--- src/rtl/alu_ctrl_pkg.sv ---
// Shared constants and types for the registered ALU control decoder and its mult-div sequencer.
// Latency: n/a (declarations only).
// Backpressure: n/a.
// Contents: aluOp class codes, ALU function codes, mult-div funct codes, md_op encoding, FSM states.
package alu_ctrl_pkg;

    // aluOp classes issued by the main control unit
    localparam logic [3:0] OP_RTYPE = 4'b0000;
    localparam logic [3:0] OP_CLX   = 4'b0001;
    localparam logic [3:0] OP_LWSW  = 4'b0010;
    localparam logic [3:0] OP_BEQ   = 4'b0011;
    localparam logic [3:0] OP_ADDIU = 4'b0100;
    localparam logic [3:0] OP_LBU   = 4'b0101;
    localparam logic [3:0] OP_BGTZ  = 4'b0110;
    localparam logic [3:0] OP_SB    = 4'b0111;
    localparam logic [3:0] OP_B     = 4'b1000;

    // ALU function codes driven towards the ALU
    localparam logic [5:0] ALU_ADD  = 6'b100000;
    localparam logic [5:0] ALU_ADDU = 6'b100001;
    localparam logic [5:0] ALU_SUB  = 6'b100010;
    localparam logic [5:0] ALU_SLT  = 6'b101010;
    localparam logic [5:0] ALU_CLO  = 6'b111000;
    localparam logic [5:0] ALU_CLZ  = 6'b000111;

    // SPECIAL2 funct fields that select count-leading ones/zeros
    localparam logic [5:0] FN_CLO = 6'b100001;
    localparam logic [5:0] FN_CLZ = 6'b100000;

    // Multi-cycle funct fields handled by the mult-div unit
    localparam logic [5:0] FN_MULT  = 6'b011000;
    localparam logic [5:0] FN_MULTU = 6'b011001;
    localparam logic [5:0] FN_DIV   = 6'b011010;
    localparam logic [5:0] FN_DIVU  = 6'b011011;

    typedef enum logic [1:0] {
        MD_MULT  = 2'b00,
        MD_MULTU = 2'b01,
        MD_DIV   = 2'b10,
        MD_DIVU  = 2'b11
    } md_op_t;

    typedef enum logic {
        IDLE    = 1'b0,
        MD_BUSY = 1'b1
    } state_t;

    function automatic int maxInt(input int a, input int b);
        return (a > b) ? a : b;
    endfunction

endpackage

--- src/rtl/alu_ctrl_seq_if.sv ---
// Handshake/bus bundle between main control, the ALU control sequencer and the ALU/mult-div side.
// Latency: n/a (wiring only).
// Backpressure: stall holds outputs, stall_req tells upstream to hold valid_in.
// master: upstream control (drives valid_in/aluOp/funcIn/stall/flush); slave: alu_ctrl_seq.
interface alu_ctrl_seq_if #(
    parameter int OP_W   = 4,
    parameter int FUNC_W = 6
);
    logic              valid_in;
    logic [OP_W-1:0]   aluOp;
    logic [FUNC_W-1:0] funcIn;
    logic              stall;
    logic              flush;
    logic [FUNC_W-1:0] alu_func;
    logic              valid_out;
    logic              stall_req;
    logic              md_start;
    logic [1:0]        md_op;
    logic              md_done;
    logic              illegal;

    modport master (
        output valid_in, aluOp, funcIn, stall, flush,
        input  alu_func, valid_out, stall_req, md_start, md_op, md_done, illegal
    );

    modport slave (
        input  valid_in, aluOp, funcIn, stall, flush,
        output alu_func, valid_out, stall_req, md_start, md_op, md_done, illegal
    );
endinterface

--- src/rtl/alu_ctrl_decode.sv ---
// Combinational aluOp/funct -> ALU function code table with mult-div and illegal-op detection.
// Latency: 0 cycles (pure combinational).
// Backpressure: none; the caller decides when the result is used.
// Ports: aluOp, funcIn in; code, is_md, md_op, is_illegal out.
module alu_ctrl_decode
    import alu_ctrl_pkg::*;
#(
    parameter int OP_W   = 4,
    parameter int FUNC_W = 6
) (
    input  logic [OP_W-1:0]   aluOp,
    input  logic [FUNC_W-1:0] funcIn,
    output logic [FUNC_W-1:0] code,
    output logic              is_md,
    output md_op_t            md_op,
    output logic              is_illegal
);

    always_comb begin
        code       = funcIn;
        is_illegal = 1'b0;
        case (aluOp)
            OP_W'(OP_RTYPE): code = funcIn;
            OP_W'(OP_CLX): begin
                // Only the two SPECIAL2 counts are remapped; anything else passes through
                if (funcIn == FUNC_W'(FN_CLO))      code = FUNC_W'(ALU_CLO);
                else if (funcIn == FUNC_W'(FN_CLZ)) code = FUNC_W'(ALU_CLZ);
                else                                code = funcIn;
            end
            OP_W'(OP_LWSW), OP_W'(OP_LBU), OP_W'(OP_SB): code = FUNC_W'(ALU_ADD);
            OP_W'(OP_BEQ), OP_W'(OP_B):                  code = FUNC_W'(ALU_SUB);
            OP_W'(OP_ADDIU):                             code = FUNC_W'(ALU_ADDU);
            OP_W'(OP_BGTZ):                              code = FUNC_W'(ALU_SLT);
            default: begin
                code       = funcIn;
                is_illegal = 1'b1;
            end
        endcase
    end

    always_comb begin
        is_md = 1'b0;
        md_op = MD_MULT;
        if (aluOp == OP_W'(OP_RTYPE)) begin
            case (funcIn)
                FUNC_W'(FN_MULT):  begin is_md = 1'b1; md_op = MD_MULT;  end
                FUNC_W'(FN_MULTU): begin is_md = 1'b1; md_op = MD_MULTU; end
                FUNC_W'(FN_DIV):   begin is_md = 1'b1; md_op = MD_DIV;   end
                FUNC_W'(FN_DIVU):  begin is_md = 1'b1; md_op = MD_DIVU;  end
                default:           begin is_md = 1'b0; md_op = MD_MULT;  end
            endcase
        end
    end

endmodule

--- src/rtl/alu_ctrl_seq.sv ---
// Registered ALU control decoder with a sequencer that starts and waits out multi-cycle MULT/DIV ops.
// Latency: 1 cycle for single-cycle ops; MUL_LAT / DIV_LAT edges (plus any stall) for mult-div ops.
// Backpressure: stall holds alu_func/valid_out; stall_req is high while a mult-div op is in flight.
// Ports: clk, rst_n (async active-low), bus (alu_ctrl_seq_if.slave).
// Build option: define ALU_CTRL_ILLEGAL_TRAP_EN for a sticky illegal-aluOp flag; otherwise illegal is 0.
module alu_ctrl_seq
    import alu_ctrl_pkg::*;
#(
    parameter int OP_W    = 4,
    parameter int FUNC_W  = 6,
    parameter int MUL_LAT = 4,
    parameter int DIV_LAT = 16
) (
    input  logic          clk,
    input  logic          rst_n,
    alu_ctrl_seq_if.slave bus
);

    localparam int CNT_W = $clog2(maxInt(MUL_LAT, DIV_LAT)) + 1;

    logic [FUNC_W-1:0] decCode;
    logic              decIsMd;
    md_op_t            decMdOp;
    logic              decIllegal;

    alu_ctrl_decode #(
        .OP_W   (OP_W),
        .FUNC_W (FUNC_W)
    ) u_decode (
        .aluOp      (bus.aluOp),
        .funcIn     (bus.funcIn),
        .code       (decCode),
        .is_md      (decIsMd),
        .md_op      (decMdOp),
        .is_illegal (decIllegal)
    );

    state_t            stateQ, stateD;
    logic [CNT_W-1:0]  cntQ, cntD;
    logic [FUNC_W-1:0] aluFuncQ, aluFuncD;
    logic              validOutQ, validOutD;
    logic              stallReqQ, stallReqD;
    logic              mdStartQ, mdStartD;
    md_op_t            mdOpQ, mdOpD;
    logic              mdDoneQ, mdDoneD;
    logic              accept;

`ifdef ALU_CTRL_ILLEGAL_TRAP_EN
    logic illegalQ, illegalD;
`else
    logic unusedIllegal;
    assign unusedIllegal = decIllegal;
`endif

    assign accept = bus.valid_in && !bus.stall && !stallReqQ && !bus.flush;

    always_comb begin
        stateD    = stateQ;
        cntD      = cntQ;
        aluFuncD  = aluFuncQ;
        validOutD = validOutQ;
        stallReqD = stallReqQ;
        mdStartD  = 1'b0;
        mdOpD     = mdOpQ;
        mdDoneD   = 1'b0;
`ifdef ALU_CTRL_ILLEGAL_TRAP_EN
        illegalD  = illegalQ;
`endif
        if (bus.flush) begin
            // Flush wins over everything, including a completing mult-div op
            validOutD = 1'b0;
            if (stateQ == MD_BUSY) begin
                stateD    = IDLE;
                stallReqD = 1'b0;
                cntD      = '0;
            end
        end else begin
            case (stateQ)
                IDLE: begin
                    if (accept) begin
                        aluFuncD = decIsMd ? bus.funcIn : decCode;
                        if (decIsMd) begin
                            // Result is not valid until the mult-div unit finishes
                            validOutD = 1'b0;
                            mdStartD  = 1'b1;
                            mdOpD     = decMdOp;
                            stallReqD = 1'b1;
                            stateD    = MD_BUSY;
                            cntD      = decMdOp[1] ? CNT_W'(DIV_LAT - 1) : CNT_W'(MUL_LAT - 1);
                        end else begin
                            validOutD = 1'b1;
`ifdef ALU_CTRL_ILLEGAL_TRAP_EN
                            if (decIllegal) illegalD = 1'b1;
`endif
                        end
                    end else if (!bus.stall) begin
                        validOutD = 1'b0;
                    end
                end
                MD_BUSY: begin
                    // The unit keeps computing under stall; only completion waits for it
                    if (cntQ != '0) begin
                        cntD = cntQ - CNT_W'(1);
                    end else if (!bus.stall) begin
                        stateD    = IDLE;
                        validOutD = 1'b1;
                        mdDoneD   = 1'b1;
                        stallReqD = 1'b0;
                    end
                end
                default: stateD = IDLE;
            endcase
        end
    end

    always_ff @(posedge clk or negedge rst_n) begin
        if (!rst_n) begin
            stateQ    <= IDLE;
            cntQ      <= '0;
            aluFuncQ  <= '0;
            validOutQ <= 1'b0;
            stallReqQ <= 1'b0;
            mdStartQ  <= 1'b0;
            mdOpQ     <= MD_MULT;
            mdDoneQ   <= 1'b0;
        end else begin
            stateQ    <= stateD;
            cntQ      <= cntD;
            aluFuncQ  <= aluFuncD;
            validOutQ <= validOutD;
            stallReqQ <= stallReqD;
            mdStartQ  <= mdStartD;
            mdOpQ     <= mdOpD;
            mdDoneQ   <= mdDoneD;
        end
    end

`ifdef ALU_CTRL_ILLEGAL_TRAP_EN
    always_ff @(posedge clk or negedge rst_n) begin
        if (!rst_n) illegalQ <= 1'b0;
        else        illegalQ <= illegalD;
    end
    assign bus.illegal = illegalQ;
`else
    assign bus.illegal = 1'b0;
`endif

    assign bus.alu_func  = aluFuncQ;
    assign bus.valid_out = validOutQ;
    assign bus.stall_req = stallReqQ;
    assign bus.md_start  = mdStartQ;
    assign bus.md_op     = mdOpQ;
    assign bus.md_done   = mdDoneQ;

endmodule

--- src/flat_wrapper.sv ---
// flat-port wrapper written by rule: the top's interface ports become plain ports
module alu_ctrl_seq_flat import alu_ctrl_pkg::*;
#(
    parameter int OP_W    = 4,
    parameter int FUNC_W  = 6,
    parameter int MUL_LAT = 4,
    parameter int DIV_LAT = 16
)
  (clk, rst_n, bus_valid_in, bus_aluOp, bus_funcIn, bus_stall, bus_flush, bus_alu_func, bus_valid_out, bus_stall_req, bus_md_start, bus_md_op, bus_md_done, bus_illegal);
  alu_ctrl_seq_if #(.OP_W(OP_W), .FUNC_W(FUNC_W)) bus_i ();
  input  logic clk;
  input  logic rst_n;
  input wire logic [$bits(bus_i.valid_in)-1:0] bus_valid_in;
  input wire logic [$bits(bus_i.aluOp)-1:0] bus_aluOp;
  input wire logic [$bits(bus_i.funcIn)-1:0] bus_funcIn;
  input wire logic [$bits(bus_i.stall)-1:0] bus_stall;
  input wire logic [$bits(bus_i.flush)-1:0] bus_flush;
  output wire logic [$bits(bus_i.alu_func)-1:0] bus_alu_func;
  output wire logic [$bits(bus_i.valid_out)-1:0] bus_valid_out;
  output wire logic [$bits(bus_i.stall_req)-1:0] bus_stall_req;
  output wire logic [$bits(bus_i.md_start)-1:0] bus_md_start;
  output wire logic [$bits(bus_i.md_op)-1:0] bus_md_op;
  output wire logic [$bits(bus_i.md_done)-1:0] bus_md_done;
  output wire logic [$bits(bus_i.illegal)-1:0] bus_illegal;
  assign bus_i.valid_in = bus_valid_in;
  assign bus_i.aluOp = bus_aluOp;
  assign bus_i.funcIn = bus_funcIn;
  assign bus_i.stall = bus_stall;
  assign bus_i.flush = bus_flush;
  assign bus_alu_func = bus_i.alu_func;
  assign bus_valid_out = bus_i.valid_out;
  assign bus_stall_req = bus_i.stall_req;
  assign bus_md_start = bus_i.md_start;
  assign bus_md_op = bus_i.md_op;
  assign bus_md_done = bus_i.md_done;
  assign bus_illegal = bus_i.illegal;
  alu_ctrl_seq #(.OP_W(OP_W), .FUNC_W(FUNC_W), .MUL_LAT(MUL_LAT), .DIV_LAT(DIV_LAT)) u_core (.clk(clk), .rst_n(rst_n), .bus(bus_i));
endmodule
--- config.mk ---
export PLATFORM = sky130hd
export DESIGN_NAME = alu_ctrl_seq_flat
export DESIGN_NICKNAME = d
export VERILOG_FILES = /design/src/rtl/alu_ctrl_pkg.sv /design/src/rtl/alu_ctrl_seq_if.sv /design/src/rtl/alu_ctrl_decode.sv /design/src/rtl/alu_ctrl_seq.sv /design/src/flat_wrapper.sv
export SDC_FILE = /design/constraint.sdc
export NUM_CORES = 1
export LEC_CHECK = 0
export ABC_AREA = 0
export ABC_CLOCK_PERIOD_IN_PS = 2300
export CAP_MARGIN = 10
export CELL_PAD_IN_SITES_DETAIL_PLACEMENT = 0
export CELL_PAD_IN_SITES_GLOBAL_PLACEMENT = 1
export CORE_ASPECT_RATIO = 0.9
export CORE_MARGIN = 3
export CORE_UTILIZATION = 35
export CTS_BUF_LIST = sky130_fd_sc_hd__clkbuf_16
export CTS_CLUSTER_DIAMETER = 100
export CTS_CLUSTER_SIZE = 28
export DETAILED_ROUTE_END_ITERATION = 12
export PLACE_DENSITY = 0.83
export SYNTH_ARGS = -nofsm -noshare
export SYNTH_HDL_FRONTEND = slang
export SYNTH_SLANG_ARGS = --single-unit
--- constraint.sdc ---
create_clock -name clk -period 2.3 [get_ports clk]
set_clock_uncertainty 0.05 [all_clocks]
set_input_delay 0.46 -clock clk [delete_from_list [all_inputs] [get_ports clk]]
set_output_delay 0.46 -clock clk [all_outputs]
set_load 0.05 [all_outputs]
==> metrics.txt <==
syn_nets=~130; Yosys reg bits=18; synthesis-to-finish area growth=48.2%; number of nets in the layout=177; Clk network pwr share=0.351; initial cell density of the core=0.378; largest net degree at the start of global routing=19; CP Launch Point=bus_funcIn[2]; Met2 Wirelength=between 1000 and 1500 µm; Worst EP required=approximately 2.4 ns; YS warnings=0; Post-Synth Adder-Cell Area=0.0118; largest family of logic cells by synthesized area=compound AO/OA/AOI/OAI gates; Post-CTS Setup Repair Bufs=0; Clock Path Buffers=2; placed cell area=between 1000 and 1500 µm²; Final Core Density=0.560; Post-synth EDFFs=0; CP bufs+invs=1; P_leak=roughly 0.66 nW; CP Capture Type=register; Max Fclk=0.452 GHz; routed wire length=roughly 3000 µm; Simple-Gate Fraction of Synth Area=0.215; Crit path depth=5; gr usage total=0.167; CP max FO=4; critical path endpoint=u_core.bus.alu_func[3]$_DFFE_PN0P_; post-synthesis mux area share=0.0212; Sequential Power Share=0.368; HPWL after DPL=2240 µm; Comb pwr share=0.281; DRT Pass-1 Iters=4; Final Instance Area=1580 µm²; Worst-Skew Late Latency=about 0.25 ns; Reg clk slew, reported paths=about 0.050 ns; CTS Hold Buffers Added=0; commonest non-fill, non-tap cell in the layout=clkdlybuf4s50_1; DRT antenna net count=0; Fill cells=between 200 and 300; HP Class=register to register; Crit Reg-Reg Endpoint=u_core.cntQ[1]$_DFFE_PN0P_; Worst IR Drop VDD=about 310 µV; Final Hold Viols=0; Net Switching=about 0.0003 W; Synth Flop Type=dfrtp_1; worst slew pin tran=about 0.61 ns; most frequent cells in the layout=clkdlybuf4s50_1 (26), buf_4 (21), dfrtp_1 (18); Final Wtd Congestion=~0.82; Final Slew Violations=0; H-tree levels=1; slowest stage delay, CP=about 0.55 ns; layout cells sized above 1=0.194; io pins=28; synthesized area=between 1000 and 1500 µm²; Compound-Gate Fraction of Synth Area=0.240; Final setup viols=0; Met1 Wirelength=~1400 µm; DRC violations left=0; Die Y=slightly below 60 µm; reg2reg start=u_core.cntQ[0]$_DFFE_PN0P_; Clock Tree Root=clkbuf_16; CP max-delay cell=or4b_4; CTS buffer count=3; Synth cell types=40; vias in the first global route=1095; critical path, cell by cell=clkdlybuf4s50_1 -> or4b_4 -> or4_1 -> or2_0 -> a31oi_1; unrepaired setup endpoints after global routing=false; fraction of registers with async set/reset=1.00; Final Cycle Share=0.962; Critical Path AT=2.33 ns; Avg Cell Area, Syn=9.17 µm²; cell area power density=between 600 and 700 nW/µm²; global route overflow=0; Avg WL per Cell=about 15 µm; site row count=18; clock sinks=18; Synth Instances=about 120; Die X=between 60 and 70 µm; DR top layer=met4; n_diodes=0; Seq/Total Area, Yosys=0.424; met3 routed WL=125 µm; IO Port Bufs=26; vias=~1100; via density per instance=between 5 and 6; die area=between 3000 and 4000 µm²; Resize count post-CTS=0; startpoint types=primary input; core area=about 2800 µm²; max-cap violations=0; first-pass GRT wire length=4930 µm; Post-Synth XOR/XNOR Area=0.0247; worst reg2reg path depth=6; register-to-register setup slack=~0.37 ns; Initial DRC Count=40; Worst slew margin=0.589; status=finished clean; Crit path max-delay family=simple AND/OR/NAND/NOR gates; TritonCTS clock tree=done; internal power=between 0.0006 and 0.0007 W; switching part of the total=0.299; crit path time final=2.21 ns; initial antenna violation count=0; Crit Path Class=primary input to register
[power groups by stage]
stage / Combinational (W) / Clock (W) / Sequential [W]
after CTS: 0.000278 / 0.000356 / 0.000363
after global placement: 0.000273 / 0 / 0.000367
after global routing: 0.000295 / 0.000370 / 0.000366
after detailed placement: 0.000277 / 0 / 0.000367
after floorplan: 0.0000848 / 0 / 0.000438
final: 0.000277 / 0.000346 / 0.000363
[flip-flops by register name (all words and copies together) (netlist names)]
signal                flops
u_core.cntQ               5
u_core.stateQ             1
u_core.bus.valid_out      1
u_core.bus.stall_req      1
u_core.bus.md_done        1
u_core.bus.md_start       1
u_core.bus.alu_func       6
u_core.bus.md_op          2
[through the flow]
stage,hold WS [ns],worst slack (ns),total power [W],setup TNS [ns],instances
4_1_cts,0.467,0.0938,0.000996,0,200
6_report,0.467,0.0882,0.000986,0,200
5_1_grt,0.481,0.0200,0.00103,0,200
3_5_place_dp,0.450,-0.171,0.000644,-0.939,196
3_3_place_gp,0.443,-0.119,0.000640,-0.534,196
2_1_floorplan,0.114,0.285,0.000523,0,116
[worst min-delay path by stage]
stage	start	end	depth (start not counted)
final	u_core.cntQ[4]$_DFFE_PN0P_	u_core.cntQ[4]$_DFFE_PN0P_	1
after global routing	u_core.cntQ[4]$_DFFE_PN0P_	u_core.cntQ[4]$_DFFE_PN0P_	1
after CTS	u_core.cntQ[4]$_DFFE_PN0P_	u_core.cntQ[4]$_DFFE_PN0P_	1
after detailed placement	u_core.bus.md_op[0]$_DFFE_PN0P_	u_core.bus.md_op[0]$_DFFE_PN0P_	1
after global placement	u_core.cntQ[4]$_DFFE_PN0P_	u_core.cntQ[4]$_DFFE_PN0P_	1
after floorplan	rst_n	u_core.bus.alu_func[0]$_DFFE_PN0P_	0
[synth_stat cells, drive strengths merged, types with 2 or more instances]
master / instances / area [µm²]
or4b: 3 / 37.5
nor2: 11 / 41.3
a31oi: 3 / 18.8
o21ai: 7 / 35.0
clkbuf: 5 / 18.8
nand2b: 3 / 18.8
a221oi: 2 / 17.5
nor3: 6 / 35.0
mux2: 2 / 22.5
nor4: 2 / 12.5
a22oi: 2 / 15.0
o21a: 4 / 30.0
inv: 8 / 30.0
dfrtp: 18 / 450
a21oi: 4 / 20.0
xnor2: 2 / 17.5
or4: 2 / 15.0
buf: 2 / 15.0
nand2: 8 / 30.0
o31ai: 4 / 30.0
[layer usage]
layer,track usage,vias to the layer above
met3,0.0439,2
met4,0.0422,0
met2,0.252,29
met1,0.239,521
met5,0,-
li1,-,518
[kinds of logic after synthesis]
logic type	count (synthesis)
compound gates	36
xor+xnor	3
fa+ha+maj	1
buf+inv	15
flops	18
mux	2
other cells	1
simple gates	40
[area by class of cell]
| type | instances | area, µm² | area share |
|---|---|---|---|
| flip-flops and latches | 18 | 450 | 0.286 |
| clock inverters | 1 | 3.75 | 0.00238 |
| multi-input cells | 83 | 549 | 0.348 |
| well taps | 40 | 50.0 | 0.0317 |
| repair buffers | 47 | 418 | 0.265 |
| clock buffers | 3 | 75.1 | 0.0476 |
| inverters | 8 | 30.0 | 0.0190 |
Power figures use the tool's default switching activity.
